`config.mk`:
```
export PLATFORM = sky130hd
export DESIGN_NAME = ascii_rf_loader_flat
export DESIGN_NICKNAME = d
export VERILOG_FILES = /design/src/rtl/ascii_rf_loader_pkg.sv /design/src/rtl/ascii_rf_loader_if.sv /design/src/rtl/ascii_rf_loader.sv /design/src/flat_wrapper.sv
export SDC_FILE = /design/constraint.sdc
export NUM_CORES = 1
export LEC_CHECK = 0
export BUFFER_PORTS_ARGS = -buffer_cell sky130_fd_sc_hd__buf_2
export CORE_UTILIZATION = 30
export DETAILED_ROUTE_END_ITERATION = 8
export PLACE_DENSITY_LB_ADDON = 0.2
export SLEW_MARGIN = 20
export SYNTH_ARGS = -nofsm -noshare
export SYNTH_HDL_FRONTEND = slang
export SYNTH_SLANG_ARGS = --single-unit
```
`constraint.sdc`:
```
create_clock -name Clk -period 4 [get_ports Clk]
set_clock_uncertainty 0.1 [all_clocks]
set_input_delay 0.4 -clock Clk [delete_from_list [all_inputs] [get_ports Clk]]
set_output_delay 0.4 -clock Clk [all_outputs]
set_load 0.1 [all_outputs]
```
`src/rtl/ascii_rf_loader_pkg.sv`:
```
// ascii_rf_loader_pkg
//   Shared constants and state encoding for the ASCII register-file loader.
//   The downstream digit scanner uses the same DEPTH/AW, so both sides
//   import this package.
package ascii_rf_loader_pkg;

    localparam int DEPTH = 16;             // register-file entries to fill
    localparam int AW    = 4;              // log2(DEPTH)
    localparam int DW    = 8;              // data width

    localparam logic [DW-1:0] TERM_CHAR = 8'h0D;   // CR, ends input early, never stored
    localparam logic [DW-1:0] PAD_CHAR  = 8'h20;   // space, fills entries after TERM

    typedef enum logic [2:0] {
        ST_IDLE  = 3'd0,
        ST_RECV  = 3'd1,
        ST_PAD   = 3'd2,
        ST_FLUSH = 3'd3,
        ST_GO    = 3'd4
    } state_e;

endpackage

```
`src/rtl/ascii_rf_loader_if.sv`:
```
// ascii_rf_loader_if
//   Groups the loader's control, byte-stream and register-file write signals.
//   slave  : the loader itself
//   master : the byte source / controller (and the testbench)
//   Signals:
//     start       begin a load (sampled in IDLE only)
//     in_data     ASCII byte, in_valid/in_ready handshake
//     W_Addr/W_en/W_Data  registered register-file write port
//     go          one-cycle pulse once all entries are written
//     busy        loader not idle
//     loaded_cnt  bytes stored before the terminator (0..DEPTH)
interface ascii_rf_loader_if #(
    parameter int AW = 4,
    parameter int DW = 8
);
    logic          start;
    logic [DW-1:0] in_data;
    logic          in_valid;
    logic          in_ready;
    logic [AW-1:0] W_Addr;
    logic          W_en;
    logic [DW-1:0] W_Data;
    logic          go;
    logic          busy;
    logic [AW:0]   loaded_cnt;

    modport slave (
        input  start, in_data, in_valid,
        output in_ready, W_Addr, W_en, W_Data, go, busy, loaded_cnt
    );

    modport master (
        output start, in_data, in_valid,
        input  in_ready, W_Addr, W_en, W_Data, go, busy, loaded_cnt
    );

endinterface

```
`src/rtl/ascii_rf_loader.sv`:
```
// ascii_rf_loader
//   Loads an ASCII byte stream into register-file entries 0..DEPTH-1 in order.
//   A TERM_CHAR byte ends input early; remaining entries get PAD_CHAR. After
//   the last write has been on the bus, go pulses for one cycle.
//   Ports:
//     Clk  system clock
//     Rst  synchronous active-high reset
//     bus  ascii_rf_loader_if.slave (handshake, write port, status)
module ascii_rf_loader
    import ascii_rf_loader_pkg::*;
(
    input  logic              Clk,
    input  logic              Rst,
    ascii_rf_loader_if.slave  bus
);

    localparam logic [AW-1:0] LAST_ADDR = AW'(DEPTH - 1);

    state_e        state_q, state_d;
    logic [AW-1:0] addr_q,  addr_d;
    logic [AW:0]   cnt_q,   cnt_d;
    logic          wen_q,   wen_d;
    logic [AW-1:0] waddr_q, waddr_d;
    logic [DW-1:0] wdata_q, wdata_d;
    logic          go_q,    go_d;

    logic accept;

    // Only RECV takes bytes; a byte presented with start in IDLE is left alone.
    assign accept = bus.in_valid && (state_q == ST_RECV);

    always_comb begin
        state_d = state_q;
        addr_d  = addr_q;
        cnt_d   = cnt_q;
        wen_d   = 1'b0;
        waddr_d = waddr_q;
        wdata_d = wdata_q;
        go_d    = 1'b0;

        unique case (state_q)
            ST_IDLE: begin
                if (bus.start) begin
                    state_d = ST_RECV;
                    addr_d  = '0;
                    cnt_d   = '0;
                end
            end
            ST_RECV: begin
                if (accept) begin
                    if (bus.in_data == TERM_CHAR) begin
                        // Terminator is consumed but not stored; padding starts at addr.
                        state_d = ST_PAD;
                    end else begin
                        wen_d   = 1'b1;
                        waddr_d = addr_q;
                        wdata_d = bus.in_data;
                        cnt_d   = cnt_q + (AW+1)'(1);
                        // addr saturates at the last entry instead of wrapping
                        if (addr_q == LAST_ADDR) state_d = ST_FLUSH;
                        else                     addr_d  = addr_q + AW'(1);
                    end
                end
            end
            ST_PAD: begin
                wen_d   = 1'b1;
                waddr_d = addr_q;
                wdata_d = PAD_CHAR;
                if (addr_q == LAST_ADDR) state_d = ST_FLUSH;
                else                     addr_d  = addr_q + AW'(1);
            end
            ST_FLUSH: begin
                // final registered write is visible on the bus this cycle
                state_d = ST_GO;
                go_d    = 1'b1;
            end
            ST_GO: begin
                state_d = ST_IDLE;
            end
            default: begin
                state_d = ST_IDLE;
            end
        endcase
    end

    always_ff @(posedge Clk) begin
        if (Rst) begin
            state_q <= ST_IDLE;
            addr_q  <= '0;
            cnt_q   <= '0;
            wen_q   <= 1'b0;
            waddr_q <= '0;
            wdata_q <= '0;
            go_q    <= 1'b0;
        end else begin
            state_q <= state_d;
            addr_q  <= addr_d;
            cnt_q   <= cnt_d;
            wen_q   <= wen_d;
            waddr_q <= waddr_d;
            wdata_q <= wdata_d;
            go_q    <= go_d;
        end
    end

    assign bus.in_ready   = (state_q == ST_RECV);
    assign bus.busy       = (state_q != ST_IDLE);
    assign bus.W_en       = wen_q;
    assign bus.W_Addr     = waddr_q;
    assign bus.W_Data     = wdata_q;
    assign bus.go         = go_q;
    assign bus.loaded_cnt = cnt_q;

endmodule

```
`src/flat_wrapper.sv`:
```
// flat-port wrapper written by rule: the top's interface ports become plain ports
module ascii_rf_loader_flat import ascii_rf_loader_pkg::*;
  (Clk, Rst, bus_start, bus_in_data, bus_in_valid, bus_in_ready, bus_W_Addr, bus_W_en, bus_W_Data, bus_go, bus_busy, bus_loaded_cnt);
  ascii_rf_loader_if #(.AW(4), .DW(8)) bus_i ();
  input  logic Clk;
  input  logic Rst;
  input wire logic [$bits(bus_i.start)-1:0] bus_start;
  input wire logic [$bits(bus_i.in_data)-1:0] bus_in_data;
  input wire logic [$bits(bus_i.in_valid)-1:0] bus_in_valid;
  output wire logic [$bits(bus_i.in_ready)-1:0] bus_in_ready;
  output wire logic [$bits(bus_i.W_Addr)-1:0] bus_W_Addr;
  output wire logic [$bits(bus_i.W_en)-1:0] bus_W_en;
  output wire logic [$bits(bus_i.W_Data)-1:0] bus_W_Data;
  output wire logic [$bits(bus_i.go)-1:0] bus_go;
  output wire logic [$bits(bus_i.busy)-1:0] bus_busy;
  output wire logic [$bits(bus_i.loaded_cnt)-1:0] bus_loaded_cnt;
  assign bus_i.start = bus_start;
  assign bus_i.in_data = bus_in_data;
  assign bus_i.in_valid = bus_in_valid;
  assign bus_in_ready = bus_i.in_ready;
  assign bus_W_Addr = bus_i.W_Addr;
  assign bus_W_en = bus_i.W_en;
  assign bus_W_Data = bus_i.W_Data;
  assign bus_go = bus_i.go;
  assign bus_busy = bus_i.busy;
  assign bus_loaded_cnt = bus_i.loaded_cnt;
  ascii_rf_loader u_core (.Clk(Clk), .Rst(Rst), .bus(bus_i));
endmodule
```
==> qor.txt, run 1 <==
Critical Path Source: u_core.state_q[0]$_SDFFE_PP0P_
vias in the first global route: 860
Root Buffer: clkbuf_8
clock power share: 28.9%
sequential group share of total power: 48.6%
Crit Path Class: reg2out
ANT cells: 0
gr usage total: 13.3%
commonest non-fill, non-tap cell in the layout: buf_2
status: completed
first-pass GRT wire length: 4.19 mm
CP required: 3500 ps
Slew @ Worst Pin: 489 ps
floorplan core area: 0.00347 mm^2
post-synthesis simple-gate area fraction: 21.5%
Mapped Nets: 139
Yosys cell types: 36
number of H-tree levels: 1
Initial DRT Pass Iterations: 4
DPL Wire Length: 1.82 mm
Initial Util: 32.7%
post-cts sizing count: 0
Critical Path Sink Type: primary output
Yosys reg bits: 26
unrepaired setup endpoints after global routing: false
fillers: 376
clock-pin slew on the worst setup and hold paths: 90 ps
top sig layer: met4
Logic pwr share: 22.5%
Yosys warnings: 0
largest family of logic cells by synthesized area: simple AND/OR/NAND/NOR gates
crit-path max FO: 10
Tmin final: 2170 ps
largest cells by area after synthesis: dfxtp_1, nor2_1, a22oi_1
largest net degree at the start of global routing: 20
Synth area leader: dfxtp_1
gr ovfl total: 0
xor and xnor area share after synthesis: 3.09%
arrival time worst endpoint: 1670 ps
number of port buffers: 32
VDD IR-drop max: 268 uV
GPL Wtd Cong: 0.791
Top Ports: 33
clk_lat worst skew: 270 ps
Hold Startpoint: bus_in_data[5]
die width: 63.5 um
final net count: 169
Std-Cell Rows: 21
PD cells: 422 mW/mm^2
CTS sink count: 26
Gate Count Post-Synth: 125
CTS tree: done
Hold Violations, Final: 0
Synth Area in Compound Gates: 17.7%
Final TNS setup: 0 ps
postcts setup bufs: 0
die area: 0.00403 mm^2
most frequent cells in the layout: buf_2, dfxtp_1, nor2_1
DR vias: 957
hold buffer count at CTS: 0
ANT nets after route: 0
Leakage: 0.000627 uW
post-synthesis sequential area ratio: 45.9%
Max Freq: 461 MHz
P_sw: 189 uW
fin crit share: 54.2%
Overall Power: 578 uW
DR WL/cell: 12.1 um
critical path launch point type: flop
hold crit path type: in2reg
Die Y: 63.5 um
worst r2r src: u_core.state_q[1]$_SDFFE_PP0P_
Syn-to-layout area delta: 20.9%
mapped cell area: 0.00113 mm^2
share of cells above drive strength 1: 26.6%
adder-cell share of the synthesized area: 2.21%
DRT iter0 DRCs: 23
max-slew violation total from the final report: 0
Sw Share: 32.7%
metal2 WL: 1.14 mm
Vias/cell: 4.79
drt drc: 0
max-cap viol count: 0
relative slew slack: 67.6%
total CTS buffers: 3
Avg Cell Area, Syn: 9.07 um^2
Post-Route M1 WL: 1.12 mm
met3 wire len: 127 um
post-synthesis mux area share: 5.41%
initial antenna violation count: 0
Post-Route WL: 2.41 mm
Max Root-Sink Buffers: 2
setup violators final: 0
Synth top area share: 45.9%
P_int: 389 uW
worst max-delay path, stage by stage, from the launching register on:
cell	delay, ps
dfxtp_1	490
nor3b_2	410
buf_2	500
cell families (layout without fill, tap and decap cells):
| kind of cell | count (synthesis) | in the layout |
|---|---|---|
| buffers and inverters | 10 | 39 |
| DFF | 26 | 26 |
| AOI/OAI and AO/OA | 27 | 27 |
| xor gates and xnor gates | 4 | 4 |
| and+or+nand+nor | 50 | 50 |
| muxes | 6 | 6 |
| adders and majority gates | 2 | 2 |
layout make-up:
type                       instances  area [um^2]  area share [%]
multi-input combinational         89          566            41.3
clock buffer                       4         55.1            4.02
tap                               46         57.6            4.20
inverter                           3         11.3           0.822
timing repair buffer              32          160            11.7
sequential                        26          520            38.0
per-stage QoR:
stage | utilization [%] | area (um^2) | instances | setup slack, ps | hold slack, ps
CTS | 39.5 | 1370 | 200 | 1790 | 281
global placement | 37.9 | 1320 | 196 | 1750 | 348
finish | 39.5 | 1370 | 200 | 1830 | 294
floorplan | - | 1130 | 125 | 1200 | 352
detailed placement | 37.9 | 1320 | 196 | 1700 | 351
global route | 39.5 | 1370 | 200 | 1730 | 287
path summary, 6_finish.rpt:
| path | slack, ps | end | cells past startpoint |
|---|---|---|---|
| worst max-delay path | 1830 | bus_in_ready | 2 |
| worst min-delay path | 290 | u_core.bus.W_Data[5]$_SDFFE_PP0P_ | 3 |
| worst max register to register | 2140 | u_core.addr_q[3]$_SDFFE_PP0P_ | 5 |
| worst min register to register | 360 | u_core.bus.W_Data[7]$_SDFFE_PP0P_ | 2 |
cells in the mapped netlist, drive strengths merged:
master  number
nor3         1
o211a        1
nand3b       2
a21o         1
nand4b       1
nor3b        1
nor2        21
o21ai        2
a211o        1
a211oi       2
nand2       11
mux2i        5
nand4        2
nor2b        1
nand3        3
xor2         4
o31ai        1
and3         2
a22oi        7
inv          3
buf          4
or3          1
a21oi        8
or4          1
a31oi        2
dfxtp       26
a41oi        1
clkbuf       3
and2         1
mux2         1
ha           2
a221oi       1
nand2b       2
per-layer routing:
metal,up-vias,GRT usage [%]
met2,20,20.1
li1,499,-
met4,0,4.26
met5,-,0
met3,5,4.71
met1,433,17.4
power groups by stage:
stage                     logic, uW  registers (uW)  clock network (uW)
final                           130             281                 167
after global routing            139             283                 188
after CTS                       131             281                 177
after detailed placement        131             287                   0
after global placement          130             287                   0
after floorplan                67.3             327                   0
registers in the layout, indices dropped and copies added, names as in the netlist:
signal / count
u_core.bus.W_en: 1
u_core.bus.W_Data: 8
u_core.state_q: 3
u_core.addr_q: 4
u_core.bus.loaded_cnt: 5
u_core.bus.go: 1
u_core.bus.W_Addr: 4
Power figures use the tool's default switching activity.
==> run 2, diff against run 1 <==
clock period = 2.2 ns   (was 4 ns; I/O delays follow)
==> qor.txt, run 2 (synthesis gave the netlist of run 1 again) <==
Die Y: 63.5 um
DPL Wire Length: 1.91 mm
commonest non-fill, non-tap cell in the layout: buf_2
relative slew slack: 67.0%
Crit Path Class: reg2out
ANT cells: 0
post-cts sizing count: 0
initial antenna violation count: 0
ANT nets after route: 0
Initial DRT Pass Iterations: 4
max-slew violation total from the final report: 0
DRT iter0 DRCs: 79
floorplan core area: 0.00347 mm^2
gr usage total: 13.5%
most frequent cells in the layout: buf_2, dfxtp_1, nor2_1
Syn-to-layout area delta: 24.7%
clk_lat worst skew: 270 ps
Initial Util: 32.7%
die width: 63.5 um
setup violators final: 0
DR vias: 1,012
VDD IR-drop max: 431 uV
GPL Wtd Cong: 0.788
fillers: 363
Max Freq: 537 MHz
Max Root-Sink Buffers: 2
Crit path largest cell delay: 490 ps
Root Buffer: clkbuf_8
postcts setup bufs: 0
Tmin final: 1860 ps
number of H-tree levels: 1
largest net degree at the start of global routing: 20
clock-pin slew on the worst setup and hold paths: 80 ps
critical path launch point type: flop
Top Ports: 33
final worst setup slack: 337 ps
FF/Latch Area: 522 um^2
PD cells: 810 mW/mm^2
first-pass GRT wire length: 4.26 mm
Vias/cell: 5.01
Critical Path Sink Type: primary output
arrival time worst endpoint: 1540 ps
hold buffer count at CTS: 0
CTS tree: done
hold crit path type: in2reg
final net count: 171
max-cap viol count: 0
Multi-input gate area: 577 um^2
drt drc: 0
vias in the first global route: 925
number of port buffers: 32
Post-Route WL: 2.55 mm
CP Cell Sequence: nor3b_4, buf_2
max reg flops: 8
DR WL/cell: 12.6 um
fin crit share: 84.7%
Std-Cell Rows: 21
pre-CTS setup slack: 186 ps
Hold Violations, Final: 0
share of cells above drive strength 1: 28.8%
unrepaired setup endpoints after global routing: false
crit-path max FO: 10
Slew @ Worst Pin: 499 ps
gr ovfl total: 0
Overall Power: 1150 uW
CTS sink count: 26
status: completed
Slowest cell on crit path: buf_2
Leakage: 0.000643 uW
Final TNS setup: 0 ps
die area: 0.00403 mm^2
total CTS buffers: 3
CP required: 1880 ps
run 2: worst max-delay path: cells and delay by family, from the launching register on:
kind / cells / cell delay [ps]
buffers and inverters: 1 / 490
flip-flops: 1 / 430
AND/OR/NAND/NOR: 1 / 350
run 2: layout make-up:
cell class | instances | share of cell area (%)
clock buffers | 3 | 2.92
clock inverters | 1 | 2.12
flip-flops and latches | 26 | 36.9
well taps | 46 | 4.07
multi-input cells | 89 | 40.8
inverters | 3 | 0.796
repair buffers | 34 | 12.4
run 2: path summary, 6_finish.rpt:
kind	start	end	slack [ps]	cells past startpoint
max	u_core.state_q[0]$_SDFFE_PP0P_	bus_in_ready	340	2
min	bus_in_data[0]	u_core.bus.W_Data[0]$_SDFFE_PP0P_	120	3
max reg2reg	u_core.state_q[0]$_SDFFE_PP0P_	u_core.bus.W_Data[4]$_SDFFE_PP0P_	370	6
min reg2reg	u_core.bus.W_Data[7]$_SDFFE_PP0P_	u_core.bus.W_Data[7]$_SDFFE_PP0P_	380	2
run 2: metal layers:
metal,up-vias,track usage (%),wire length (um)
li1,502,-,-
met1,488,16.2,1170
met2,20,22.9,1270
met3,2,4.35,96
met4,0,3.41,19
met5,-,0,0
run 2: stage by stage:
stage / hold slack (ps) / cell area [um^2] / util [%] / std cells
final: 120 / 1410 / 40.8 / 202
after global routing: 111 / 1410 / 40.8 / 202
after CTS: 108 / 1410 / 40.8 / 202
after detailed placement: 359 / 1340 / 38.7 / 198
after global placement: 362 / 1340 / 38.7 / 198
after floorplan: 271 / 1160 / - / 125
run 2: where the power goes:
part / switching [uW] / leakage (uW) / total [uW] / internal, uW
logic: 184 / 0.000396 / 245 / 61.6
registers: 22.0 / 0.000211 / 513 / 491
clock network: 144 / 0.0000357 / 388 / 243
total: 350 / 0.000643 / 1150 / 796
==> run 3, diff against run 2 <==
clock period = 1.85 ns   (was 2.2 ns; I/O delays follow)
==> qor.txt, run 3 (synthesis gave the netlist of run 1 again) <==
status: completed
met3 wire len: 103 um
CTS tree: done
max reg flops: 8
first-pass GRT wire length: 4.21 mm
critical path launch point type: flop
GPL Wtd Cong: 0.803
Initial Util: 32.7%
vias in the first global route: 945
unrepaired setup endpoints after global routing: false
CTS sink count: 26
Crit Path Class: reg2reg
Top Ports: 33
top sig layer: met4
die area: 0.00403 mm^2
WHS: 82.1 ps
ANT cells: 0
number of H-tree levels: 1
hold crit path type: in2reg
DPL Wire Length: 1.95 mm
Syn-to-layout area delta: 28.1%
Design Area, Final: 0.00145 mm^2
sequential group share of total power: 47.6%
P_int: 863 uW
Hold Startpoint: bus_in_data[1]
final core occ: 41.9%
relative slew slack: 67.7%
Vias/cell: 4.87
DRT iter0 DRCs: 41
Slew @ Worst Pin: 488 ps
Root Buffer: clkbuf_8
number of port buffers: 32
Tmin final: 1650 ps
DR WL/cell: 12.3 um
Post-Route M1 WL: 1.16 mm
share of cells above drive strength 1: 31.9%
Sw Share: 32.5%
final worst setup slack: 198 ps
Initial DRT Pass Iterations: 4
total CTS buffers: 3
Placed Area: 0.00139 mm^2
Post-Route WL: 2.54 mm
DR vias: 1,003
Std-Cell Rows: 21
metal2 WL: 1.27 mm
drt drc: 0
PD cells: 880 mW/mm^2
largest net degree at the start of global routing: 19
arrival time worst endpoint: 1760 ps
clk_lat worst skew: 260 ps
Leakage: 0.000661 uW
max-cap viol count: 0
Critical Path Sink Type: flop
final net count: 175
setup violators final: 0
floorplan core area: 0.00347 mm^2
clock-pin slew on the worst setup and hold paths: 90 ps
Hold Violations, Final: 0
pre-CTS setup slack: -39.5 ps
most frequent cells in the layout: buf_2, dfxtp_1, nor2_1
clock power share: 28.0%
initial antenna violation count: 0
Max Freq: 605 MHz
gr ovfl total: 0
commonest non-fill, non-tap cell in the layout: buf_2
worst reg-to-reg setup slack: 200 ps
gr usage total: 13.2%
ANT nets after route: 0
max-slew violation total from the final report: 0
Max Root-Sink Buffers: 2
Die Y: 63.5 um
fillers: 367
hold buffer count at CTS: 0
VDD IR-drop max: 506 uV
die width: 63.5 um
Critical Path Source: u_core.state_q[0]$_SDFFE_PP0P_
P_sw: 415 uW
crit-path max FO: 14
CP required: 1960 ps
Logic pwr share: 24.4%
worst r2r src: u_core.state_q[0]$_SDFFE_PP0P_
fin crit share: 89.3%
-- run 3: critical path, stage by stage, from the launching register on --
cell and delay (ps):
dfxtp_2 420, nor3b_4 250, o211a_4 210, buf_4 190
mux2_2 350, nor2_1 70
-- run 3: timing repair --
item                                    in CTS  in global routing
hold endpoints to repair                     0                  0
resized for setup                            0                  2
buffers inserted                             0                  0
endpoints found under the setup margin       0                  1
-- run 3: cell type report --
class	instances	area, um^2	share of cell area, %
repair buffers	38	220	15.2
multi-input cells	89	587	40.4
well taps	46	57.6	3.96
flip-flops and latches	26	522	35.9
clock buffers	4	55.1	3.79
inverters	3	11.3	0.775
-- run 3: path summary, 6_finish.rpt --
path	end	cells after the start
max	u_core.bus.loaded_cnt[0]$_SDFFE_PP0P_	5
min	u_core.bus.W_Data[1]$_SDFFE_PP0P_	3
max reg2reg	u_core.bus.loaded_cnt[0]$_SDFFE_PP0P_	5
min reg2reg	u_core.bus.W_Data[7]$_SDFFE_PP0P_	2
-- run 3: metrics by stage --
stage               total power, uW  cells  setup TNS, ps
floorplan                       862    125          -8150
global placement                927    202          -28.7
detailed placement              929    202           -167
CTS                            1290    206              0
global route                   1340    206              0
finish                         1280    206              0
-- run 3: metal layers --
layer | GRT usage (%) | up-vias
li1 | - | 510
met2 | 22.2 | 22
met4 | 2.84 | 0
met5 | 0 | -
met1 | 16.2 | 469
met3 | 4.35 | 2
-- run 3: power groups by stage --
stage | registers, uW | logic, uW | clock network [uW]
floorplan | 709 | 152 | 0
detailed placement | 621 | 308 | 0
global placement | 621 | 306 | 0
CTS | 609 | 308 | 373
finish | 609 | 311 | 358
global route | 614 | 330 | 396
